===== src/rtl/cpu_pkg.sv =====
// Shared CPU definitions: memory command encodings, branch redirect modes
// and the fetch-stage state encoding.
package cpu_pkg;

  localparam logic [1:0] MWRITE = 2'b00;
  localparam logic [1:0] MREAD  = 2'b01;
  localparam logic [1:0] MNONE  = 2'b10;

  typedef enum logic {
    BR_REL = 1'b0,
    BR_ABS = 1'b1
  } redirect_mode_t;

  typedef enum logic {
    RUN    = 1'b0,
    HALTED = 1'b1
  } fetch_state_t;

endpackage


===== src/rtl/fetch_queue.sv =====
// Small circular prefetch buffer. Head entry is presented combinationally so
// decode sees a word in the same cycle it becomes the oldest entry. Clear
// wins over push so a redirect or halt drops the word arriving that cycle.
module fetch_queue #(
  parameter int DEPTH = 2,
  parameter int WIDTH = 25,
  parameter int CNT_W = $clog2(DEPTH + 1)
) (
  input  logic             clk,
  input  logic             reset,
  input  logic             push,
  input  logic             pop,
  input  logic             clear,
  input  logic [WIDTH-1:0] wr_data,
  output logic [WIDTH-1:0] head,
  output logic [CNT_W-1:0] count
);

  localparam int PTR_W = $clog2(DEPTH);

  logic [WIDTH-1:0] mem_q [DEPTH];
  logic [PTR_W-1:0] rd_ptr_q, wr_ptr_q;
  logic [CNT_W-1:0] count_q;
  logic             wr_en;

  // Pointers wrap explicitly so DEPTH need not be a power of two.
  function automatic logic [PTR_W-1:0] ptr_next(input logic [PTR_W-1:0] p);
    return (p == PTR_W'(DEPTH - 1)) ? '0 : p + 1'b1;
  endfunction

  assign wr_en = push & ~clear & ~reset;

  // One write port per entry; each entry only loads when the write pointer selects it.
  for (genvar gi = 0; gi < DEPTH; gi++) begin : g_entry
    always_ff @(posedge clk) begin
      if (wr_en && (wr_ptr_q == PTR_W'(gi))) begin
        mem_q[gi] <= wr_data;
      end
    end
  end

  // Pointer and occupancy bookkeeping; simultaneous push and pop keeps the count.
  always_ff @(posedge clk) begin
    if (reset || clear) begin
      rd_ptr_q <= '0;
      wr_ptr_q <= '0;
      count_q  <= '0;
    end else begin
      if (push) wr_ptr_q <= ptr_next(wr_ptr_q);
      if (pop)  rd_ptr_q <= ptr_next(rd_ptr_q);
      unique case ({push, pop})
        2'b10:   count_q <= count_q + 1'b1;
        2'b01:   count_q <= count_q - 1'b1;
        default: count_q <= count_q;
      endcase
    end
  end

  assign head  = mem_q[rd_ptr_q];
  assign count = count_q;

endmodule


===== src/rtl/fetch_stage.sv =====
// Instruction-fetch front end: owns the fetch PC, issues one-cycle-latency
// memory reads, buffers returned words in a prefetch queue and hands them to
// decode with a valid/ready handshake. Supports relative/absolute redirects
// and a sticky halt that only reset clears.
module fetch_stage
  import cpu_pkg::*;
#(
  parameter int              ADDR_W   = 9,
  parameter int              INSTR_W  = 16,
  parameter int              DEPTH    = 2,
  parameter logic [ADDR_W-1:0] RESET_PC = '0
) (
  input  logic               clk,
  input  logic               reset,
  output logic [1:0]         mem_cmd,
  output logic [ADDR_W-1:0]  mem_addr,
  input  logic [INSTR_W-1:0] read_data,
  output logic               if_valid,
  output logic [INSTR_W-1:0] if_instr,
  output logic [ADDR_W-1:0]  if_pc,
  input  logic               id_ready,
  input  logic               redirect_en,
  input  logic               redirect_mode,
  input  logic [ADDR_W-1:0]  redirect_pc,
  input  logic [ADDR_W-1:0]  redirect_val,
  input  logic               halt_req,
  output logic               halted
);

  localparam int CNT_W   = $clog2(DEPTH + 1);
  localparam int ENTRY_W = INSTR_W + ADDR_W;

  fetch_state_t       state_q, state_d;
  logic [ADDR_W-1:0]  fetch_pc_q, fetch_pc_d;
  logic               pending_q;
  logic [ADDR_W-1:0]  pending_pc_q;

  logic               run;
  logic               redirect_take;
  logic               issue;
  logic               push;
  logic               pop;
  logic               q_clear;
  logic [CNT_W-1:0]   q_count;
  logic [ENTRY_W-1:0] q_head;
  logic [CNT_W:0]     occ_after;

  fetch_queue #(
    .DEPTH (DEPTH),
    .WIDTH (ENTRY_W),
    .CNT_W (CNT_W)
  ) u_queue (
    .clk     (clk),
    .reset   (reset),
    .push    (push),
    .pop     (pop),
    .clear   (q_clear),
    .wr_data ({read_data, pending_pc_q}),
    .head    (q_head),
    .count   (q_count)
  );

  // Handshake, issue and queue control; reset > halt > redirect > normal.
  always_comb begin
    run           = (state_q == RUN);
    redirect_take = run & redirect_en & ~halt_req;
    q_clear       = run & (halt_req | redirect_en);
    if_valid      = (q_count != '0) & ~redirect_en & run & ~reset;
    pop           = if_valid & id_ready;
    push          = pending_q & run & ~redirect_en & ~halt_req & ~reset;
    // Space is reserved at issue time: queued + in flight - leaving this cycle.
    // pop implies q_count >= 1, so this cannot underflow.
    occ_after     = {1'b0, q_count} + {{CNT_W{1'b0}}, pending_q} - {{CNT_W{1'b0}}, pop};
    issue         = run & ~reset & ~redirect_en & ~halt_req &
                    (occ_after < (CNT_W + 1)'(DEPTH));
    mem_cmd       = issue ? MREAD : MNONE;
    mem_addr      = fetch_pc_q;
    {if_instr, if_pc} = q_head;
    halted        = (state_q == HALTED);
  end

  // Next fetch address: redirect target, sequential increment, or hold.
  always_comb begin
    fetch_pc_d = fetch_pc_q;
    if (redirect_take) begin
      if (redirect_mode_t'(redirect_mode) == BR_ABS) begin
        fetch_pc_d = redirect_val;
      end else begin
        fetch_pc_d = redirect_pc + ADDR_W'(1) + redirect_val;
      end
    end else if (issue) begin
      fetch_pc_d = fetch_pc_q + ADDR_W'(1);
    end
  end

  // Halt is sticky; only reset returns the stage to RUN.
  always_comb begin
    state_d = state_q;
    if (state_q == RUN && halt_req) begin
      state_d = HALTED;
    end
  end

  // State, PC and in-flight read tracking; no issue this cycle means nothing in flight next.
  always_ff @(posedge clk) begin
    if (reset) begin
      state_q      <= RUN;
      fetch_pc_q   <= RESET_PC;
      pending_q    <= 1'b0;
      pending_pc_q <= '0;
    end else begin
      state_q    <= state_d;
      fetch_pc_q <= fetch_pc_d;
      pending_q  <= issue;
      if (issue) begin
        pending_pc_q <= fetch_pc_q;
      end
    end
  end

endmodule

===== config.mk =====
export PLATFORM = sky130hd
export DESIGN_NAME = fetch_stage
export DESIGN_NICKNAME = d
export VERILOG_FILES = /design/src/rtl/cpu_pkg.sv /design/src/rtl/fetch_queue.sv /design/src/rtl/fetch_stage.sv
export SDC_FILE = /design/constraint.sdc
export NUM_CORES = 1
export LEC_CHECK = 0
export CAP_MARGIN = 20
export CORE_UTILIZATION = 47
export CTS_BUF_LIST = sky130_fd_sc_hd__clkbuf_8
export DETAILED_ROUTE_END_ITERATION = 12
export PLACE_DENSITY = 0.79
export SLEW_MARGIN = 20
export SYNTH_ARGS = -nofsm -noshare
export SYNTH_HDL_FRONTEND = slang
export SYNTH_HIERARCHICAL = 1
export SYNTH_SLANG_ARGS = --single-unit

===== constraint.sdc =====
create_clock -name clk -period 5.1 [get_ports clk]
set_input_delay 1.53 -clock clk [delete_from_list [all_inputs] [get_ports clk]]
set_output_delay 1.53 -clock clk [all_outputs]
set_load 0.005 [all_outputs]

==> run_results.csv, run 1 <==
group,metric,value,unit
final_layout,drive_above_1_share,0.2202,
die,core_area,6869,sq um
worst_hold_path,hp-class,"reg -> reg",
grt,antenna_found_initial,0,
grt,grt_use_met3,0.05972,
clock_network,tritoncts,"yes",
final_layout,antennaDiodeCount,0,
worst_setup_path,cp-startpoint,"id_ready",
timing,worstMarginPinSlew,593.2,ps
synthesis,yosysTopAreaCell,"edfxtp_1",
route,via_per_inst,5.093,
timing,maxSlewViolCount,0,
clock_network,holdBufCountCts,0,
timing,hold_viol_final,0,
synthesis,synth_area,3386,sq um
clock_network,clkSinkCount,75,
grt,grt_max_degree,27,
worst_setup_path,critPathLaunchType,"primary input",
synthesis,postSynthCellCount,270,
worst_setup_path,end_kind,"output pin",
die,die_area,7547,sq um
synthesis,synth_fp_nets,323,
die,die-height,86.88,microns
timing,fin_crit_sh,0.9909,
grt,grt_busiest_layer,"met2",
synthesis,synth_flop_cell,"edfxtp_1",
final_layout,nets,425,
clock_network,cts_root_buf,"clkbuf_8",
synthesis,yosysSeqAreaShare,0.5913,
timing,finalSetupViolations,0,
worst_setup_path,worstPathArrival,3520,ps
timing,period_minus_slack,5054,ps
die,row_count,30,
route,drc_errors,0,
final_layout,n_fill_cell,509,
timing,clock.fmax,197.9,MHz
run,drv_cap,0,
worst_hold_path,worstHoldStart,"pending_pc_q[3]",
worst_setup_path,rr_startpoint,"u_queue/count[1]",
route,drt-initial-drc-count,59,
synthesis,synth.top_cell.area_share,0.4435,
placement,gp_congestion,0.8184,
placement,numPortBuffers,77,
grt,overflow,0,
route,ant_nets,0,
die,die_width,86.88,microns
grt,globalRouteMet1Util,0.2180,
grt,grt_pass1_wl,10520,microns
power_and_ir_drop,p_per_area,281.4,nW/um^2
placement,dpl_cell_area,4320,sq um
synthesis,synth_cell_types,43,
final_layout,stdcell_area,4687,sq um
status,status,"complete, no violations",
final_layout,syn_to_final_growth,38.43,%
clock_network,worst_skew_pair.late_latency,340,ps
route,vias,2409,
clock_network,clk_pin_slew_worst_paths,70,ps
clock_network,h-tree-depth,3,
synthesis,synth_async_sr_flop_share,0,
clock_network,clk_path_buf_depth,2,
grt,grt_util_all_layers,0.1860,
final_layout,seq_area,2003,sq um
synthesis,synth.avg_cell_area,12.54,sq um
route,drt_first_pass_iters,4,
die,io_pins,78,
route,routedWlPerCell,14.06,microns
die,start_util,0.4929,
synthesis,yosys-top-cells-area,"edfxtp_1 44%, dfxtp_1 15%, mux2_2 8.3%, ha_1 4.1%, nand2_1 3.1%",
power_and_ir_drop,peakVddDrop,0.1589,mV
timing,hold_ws,466.5,ps
grt,grt_pass1_vias,2332,
power_and_ir_drop,finalPower,0.001319,W
synthesis,ys_warn_count,6,
route,routed_wirelength,6650,microns
final_layout,multi_input_area,1341,sq um
placement,place_hpwl,4479,microns
timing,skew,4.613,ps
worst_setup_path,path_class,"in -> out",
final_layout,final_util,0.6823,
worst_setup_path,crit_fanout,2,
power_and_ir_drop,p_leak,1.668,nW
timing,slew_headroom,0.6045,
clock_network,cts_made_buffers,9,
synthesis,synth_edf_count,50,
synthesis,synth_seq_cells,75,
worst_setup_path,required,3570,ps
grt,grt_use_met2,0.3157,
==> worst max-delay path, cell delays in order <==
cell and delay, ps:
clkdlybuf4s50_1 450, and2_4 130, ha_1 220, nand2b_4 150
fa_2 370, xnor2_2 170, nand3_2 150, buf_6 150
clkdlybuf4s15_1 190
==> stage by stage <==
| stage | TNS [ps] | instances | worst slack (ps) |
|---|---|---|---|
| global route | -13.33 | 473 | -13.33 |
| finish | 0 | 473 | 46.37 |
| floorplan | 0 | 270 | 8.647 |
| detailed placement | -1258 | 444 | -631.5 |
| CTS | 0 | 472 | 31.71 |
| global placement | -1152 | 444 | -580.0 |
==> final cells by class <==
class                      instances  share of cell area
clock buffer                      10             0.02936
clock inverter                     6             0.02216
inverter                          10            0.008009
multi-input combinational        175              0.2862
sequential                        75              0.4274
tap                               96             0.02563
timing repair buffer             101              0.2013
==> cells in the mapped netlist, drive strengths merged (5+ instances only) <==
master,instances
nand2,28
buf,6
inv,10
a21oi,16
xor2,5
ha,11
nand3,6
a211oi,10
mux2,25
xnor2,12
nor2,18
edfxtp,50
dfxtp,25
==> what timing repair did <==
item,CTS,global route
setup buffers,12,1
pin swaps,6,4
resized for setup,20,2
setup endpoints to repair,2,2
endpoints found under the hold margin,0,0
==> state kept, by name, indices dropped and copies added (netlist names), named ones only <==
register / cells
u_queue/wr_ptr_q: 1
u_queue/rd_ptr_q: 1
mem_addr: 9
pending_q: 1
u_queue/count: 2
u_queue/mem_q: 50
halted: 1
pending_pc_q: 9
==> placed cells by master (no fill, tap or decap), types with 2 or more instances in the layout <==
cell type,n
bufinv_16,3
xnor2_2,2
mux2i_1,2
clkinv_2,2
buf_4,22
and3_1,2
buf_2,2
a211oi_1,9
mux2_2,25
nor2b_1,4
nor2_1,18
clkbuf_8,10
clkdlybuf4s50_1,73
xnor2_1,10
and2_2,2
xor2_1,5
a21oi_1,16
a21o_1,3
inv_1,10
nand3_1,5
o21ai_0,3
or3_1,2
nand2_1,28
dfxtp_1,24
edfxtp_1,50
a221oi_1,2
ha_1,11
nor4_4,2
nor3_1,4
buf_6,2
==> path summary, 6_finish.rpt <==
path / to / slack (ps) / depth (start not counted)
hold reg to reg: u_queue/mem_q[1][3] / 470 / 0
setup reg to reg: mem_addr[8] / 1570 / 15
hold / removal: u_queue/mem_q[1][3] / 470 / 0
setup / recovery: mem_cmd[1] / 50 / 9
==> metal layers <==
metal  vias to the layer above  share of wire
met5                         -              0
met4                         0          0.021
met3                        11          0.064
met2                        81           0.50
met1                      1132           0.42
li1                       1185              -
==> where the power goes <==
group          switching [W]  internal [W]
sequential        0.00000937      0.000652
clock               0.000200      0.000335
combinational      0.0000530     0.0000696
total               0.000263       0.00106
==> logic make-up (layout without fill, tap and decap cells) <==
logic type      count (synthesis)  in the layout  share of synthesized area
simple gates                   76             76                     0.1116
flops                          75             75                     0.5913
compound gates                 42             42                    0.08315
mux                            27             27                    0.08906
buf+inv                        20            127                    0.02624
xor+xnor                       17             17                    0.04619
fa+ha+maj                      13             13                    0.05248
No activity file was read; power rests on OpenSTA's default activity.
==> run 2: changes to the inputs <==
--- a/config.mk
+++ b/config.mk
@@ -13,5 +13,4 @@
 export SLEW_MARGIN = 20
 export SYNTH_ARGS = -nofsm -noshare
 export SYNTH_HDL_FRONTEND = slang
-export SYNTH_HIERARCHICAL = 1
 export SYNTH_SLANG_ARGS = --single-unit
==> run_results.csv, run 2 <==
group,metric,value,unit
final_layout,antennaDiodeCount,0,
clock_network,h-tree-depth,3,
final_layout,multi_input_area,1376,sq um
die,start_util,0.4958,
status,status,"complete, no violations",
synthesis,synth_seq_cells,75,
route,drt_first_pass_iters,4,
power_and_ir_drop,peakVddDrop,0.1561,mV
timing,hold_viol_final,0,
final_layout,n_fill_cell,554,
route,vias,2413,
synthesis,synth_area,3425,sq um
clock_network,worst_skew_pair.late_latency,330,ps
clock_network,clk_pin_slew_worst_paths,70,ps
synthesis,synth_cell_types,44,
final_layout,stdcell_area,4597,sq um
worst_setup_path,path_class,"in -> out",
worst_setup_path,crit_top_cell,"dlygate4sd2_1",
die,core_area,6907,sq um
worst_setup_path,crit_cells,9,
worst_setup_path,path_delay_family,"simple AND/OR/NAND/NOR gates",
die,io_pins,78,
die,die_area,7632,sq um
synthesis,synth_common_cells,"50 x edfxtp_1, 26 x nand2_1, 25 x dfxtp_1, 25 x mux2_2, 20 x nor2_1",
placement,numPortBuffers,77,
timing,slew_headroom,0.6051,
worst_hold_path,hp-class,"reg -> reg",
timing,fin_ws,62.12,ps
grt,grt_pass1_vias,2270,
run,drv_cap,0,
route,drc_errors,0,
grt,grt_pass1_wl,10270,microns
worst_setup_path,cp_num_buf_inv,2,
clock_network,cts_made_buffers,9,
clock_network,holdBufCountCts,0,
timing,fin_crit_sh,0.9878,
worst_setup_path,slowest_delay,350,ps
final_layout,regMostFlops,"u_queue.mem_q",
worst_setup_path,required,3570,ps
final_layout,syn_to_final_growth,34.23,%
synthesis,synth_flop_cell,"edfxtp_1",
synthesis,yosysMostFrequentCell,"edfxtp_1",
synthesis,synth_fp_nets,331,
final_layout,nets,417,
timing,clock.fmax,198.5,MHz
clock_network,cts_root_buf,"clkbuf_8",
synthesis,synth.top_cell.area_share,0.4384,
synthesis,yosysSeqAreaShare,0.5846,
synthesis,yosysTopAreaCell,"edfxtp_1",
clock_network,clk_path_buf_depth,2,
worst_setup_path,cp_slowest_cell,"fa_2",
synthesis,postSynthCellCount,278,
worst_setup_path,crit_fanout,3,
die,die_width,87.36,microns
power_and_ir_drop,p_per_area,284.7,nW/um^2
synthesis,ys_warn_count,0,
timing,period_minus_slack,5038,ps
worst_setup_path,reg2reg_depth,13,
synthesis,yosys-top-cells-area,"edfxtp_1 44%, dfxtp_1 15%, mux2_2 8.2%, ha_1 4.0%, nand2_1 2.8%",
die,die-height,87.36,microns
timing,finalSetupViolations,0,
grt,antenna_found_initial,0,
synthesis,synth_edf_count,50,
timing,hold_ws,454.4,ps
worst_setup_path,critPathLaunchType,"primary input",
final_layout,seq_area,2002,sq um
route,ant_nets,0,
placement,gp_congestion,0.8433,
clock_network,tritoncts,"yes",
timing,skew,4.556,ps
final_layout,drive_above_1_share,0.1653,
timing,maxSlewViolCount,0,
synthesis,synth_async_sr_flop_share,0,
placement,pre_cts_ws,-537.6,ps
grt,overflow,0,
timing,rsz0062_at_grt,"true",
route,drt-initial-drc-count,70,
synthesis,synth.avg_cell_area,12.32,sq um
route,routed_wirelength,6524,microns
route,routedWlPerCell,14.03,microns
route,via_per_inst,5.189,
placement,place_hpwl,4562,microns
worst_hold_path,whs_path_depth,0,
die,row_count,30,
final_layout,largest_register_ffs,50,
power_and_ir_drop,p_leak,1.602,nW
placement,dpl_cell_area,4338,sq um
final_layout,final_common_cell,"clkdlybuf4s50_1",
timing,worstMarginPinSlew,590.6,ps
grt,grt_util_all_layers,0.1758,
worst_setup_path,worstPathCellList,"dlygate4sd2_1, nor4_2, and2_1, ha_1, nand2b_4, fa_2, xnor2_2, nand3_4, dlygate4sd2_1",
clock_network,clkSinkCount,75,
worst_setup_path,worstPathArrival,3510,ps
worst_setup_path,end_kind,"output pin",
final_layout,final_cell_mix,"73 x clkdlybuf4s50_1, 50 x edfxtp_1, 26 x nand2_1",
grt,grt_max_degree,26,
==> run 2: worst paths after layout <==
kind / start / to / slack [ps]
setup / recovery: reset / mem_cmd[1] / 60
setup reg to reg: u_queue.count[1] / mem_addr[5] / 2040
hold / removal: pending_pc_q[0] / u_queue.mem_q[1][0] / 450
hold reg to reg: pending_pc_q[0] / u_queue.mem_q[1][0] / 450
==> run 2: metal layers <==
metal / wire length (microns) / track usage
met4: 118 / 0.08942
met3: 440 / 0.04360
met2: 3188 / 0.3054
met5: 0 / 0
met1: 2777 / 0.2004
==> run 2: worst register-to-register path: cells and delay by family, from the launching register on <==
kind            cells  cell delay, ps
compound gates      2             390
xor+xnor            1             180
fa+ha+maj           2             590
buf+inv             1             210
flops               1             480
simple gates        7            1140
==> run 2: cell families after synthesis <==
logic type	Yosys count	share of synthesized area
flops	75	0.5846
compound gates	50	0.09024
simple gates	79	0.1228
mux	28	0.09098
xor+xnor	15	0.03836
fa+ha+maj	13	0.05188
buf+inv	18	0.02119
==> run 2: cell type report <==
| cell class | count | share of cell area |
|---|---|---|
| timing repair buffer | 86 | 0.1832 |
| tap | 96 | 0.02613 |
| clock buffer | 9 | 0.02695 |
| clock inverter | 7 | 0.02314 |
| sequential | 75 | 0.4355 |
| multi-input combinational | 185 | 0.2994 |
| inverter | 7 | 0.005716 |
==> run 2: what timing repair did <==
| item | CTS | global route |
|---|---|---|
| setup endpoints to repair | 2 | 2 |
| hold endpoints to repair | 0 | 0 |
| gates resized for setup | 7 | 0 |
| cloned | 0 | 0 |
| setup buffers | 0 | 1 |
| pin swaps | 4 | 4 |
==> run 2: where the power goes <==
part / internal, W / switching (W)
Sequential: 0.000652 / 0.00000933
Combinational: 0.0000707 / 0.0000567
Clock: 0.000319 / 0.000201
Total: 0.00104 / 0.000267
==> run 2: stage by stage <==
step                      std cells   power, W  utilization  TNS, ps
after floorplan                 278  0.0007383            -        0
final                           465   0.001309       0.6656        0
after CTS                       463   0.001317       0.6623        0
after detailed placement        447  0.0008016       0.6281   -981.5
after global placement          447  0.0007985       0.6281   -828.0
after global routing            465   0.001358       0.6656   -73.74
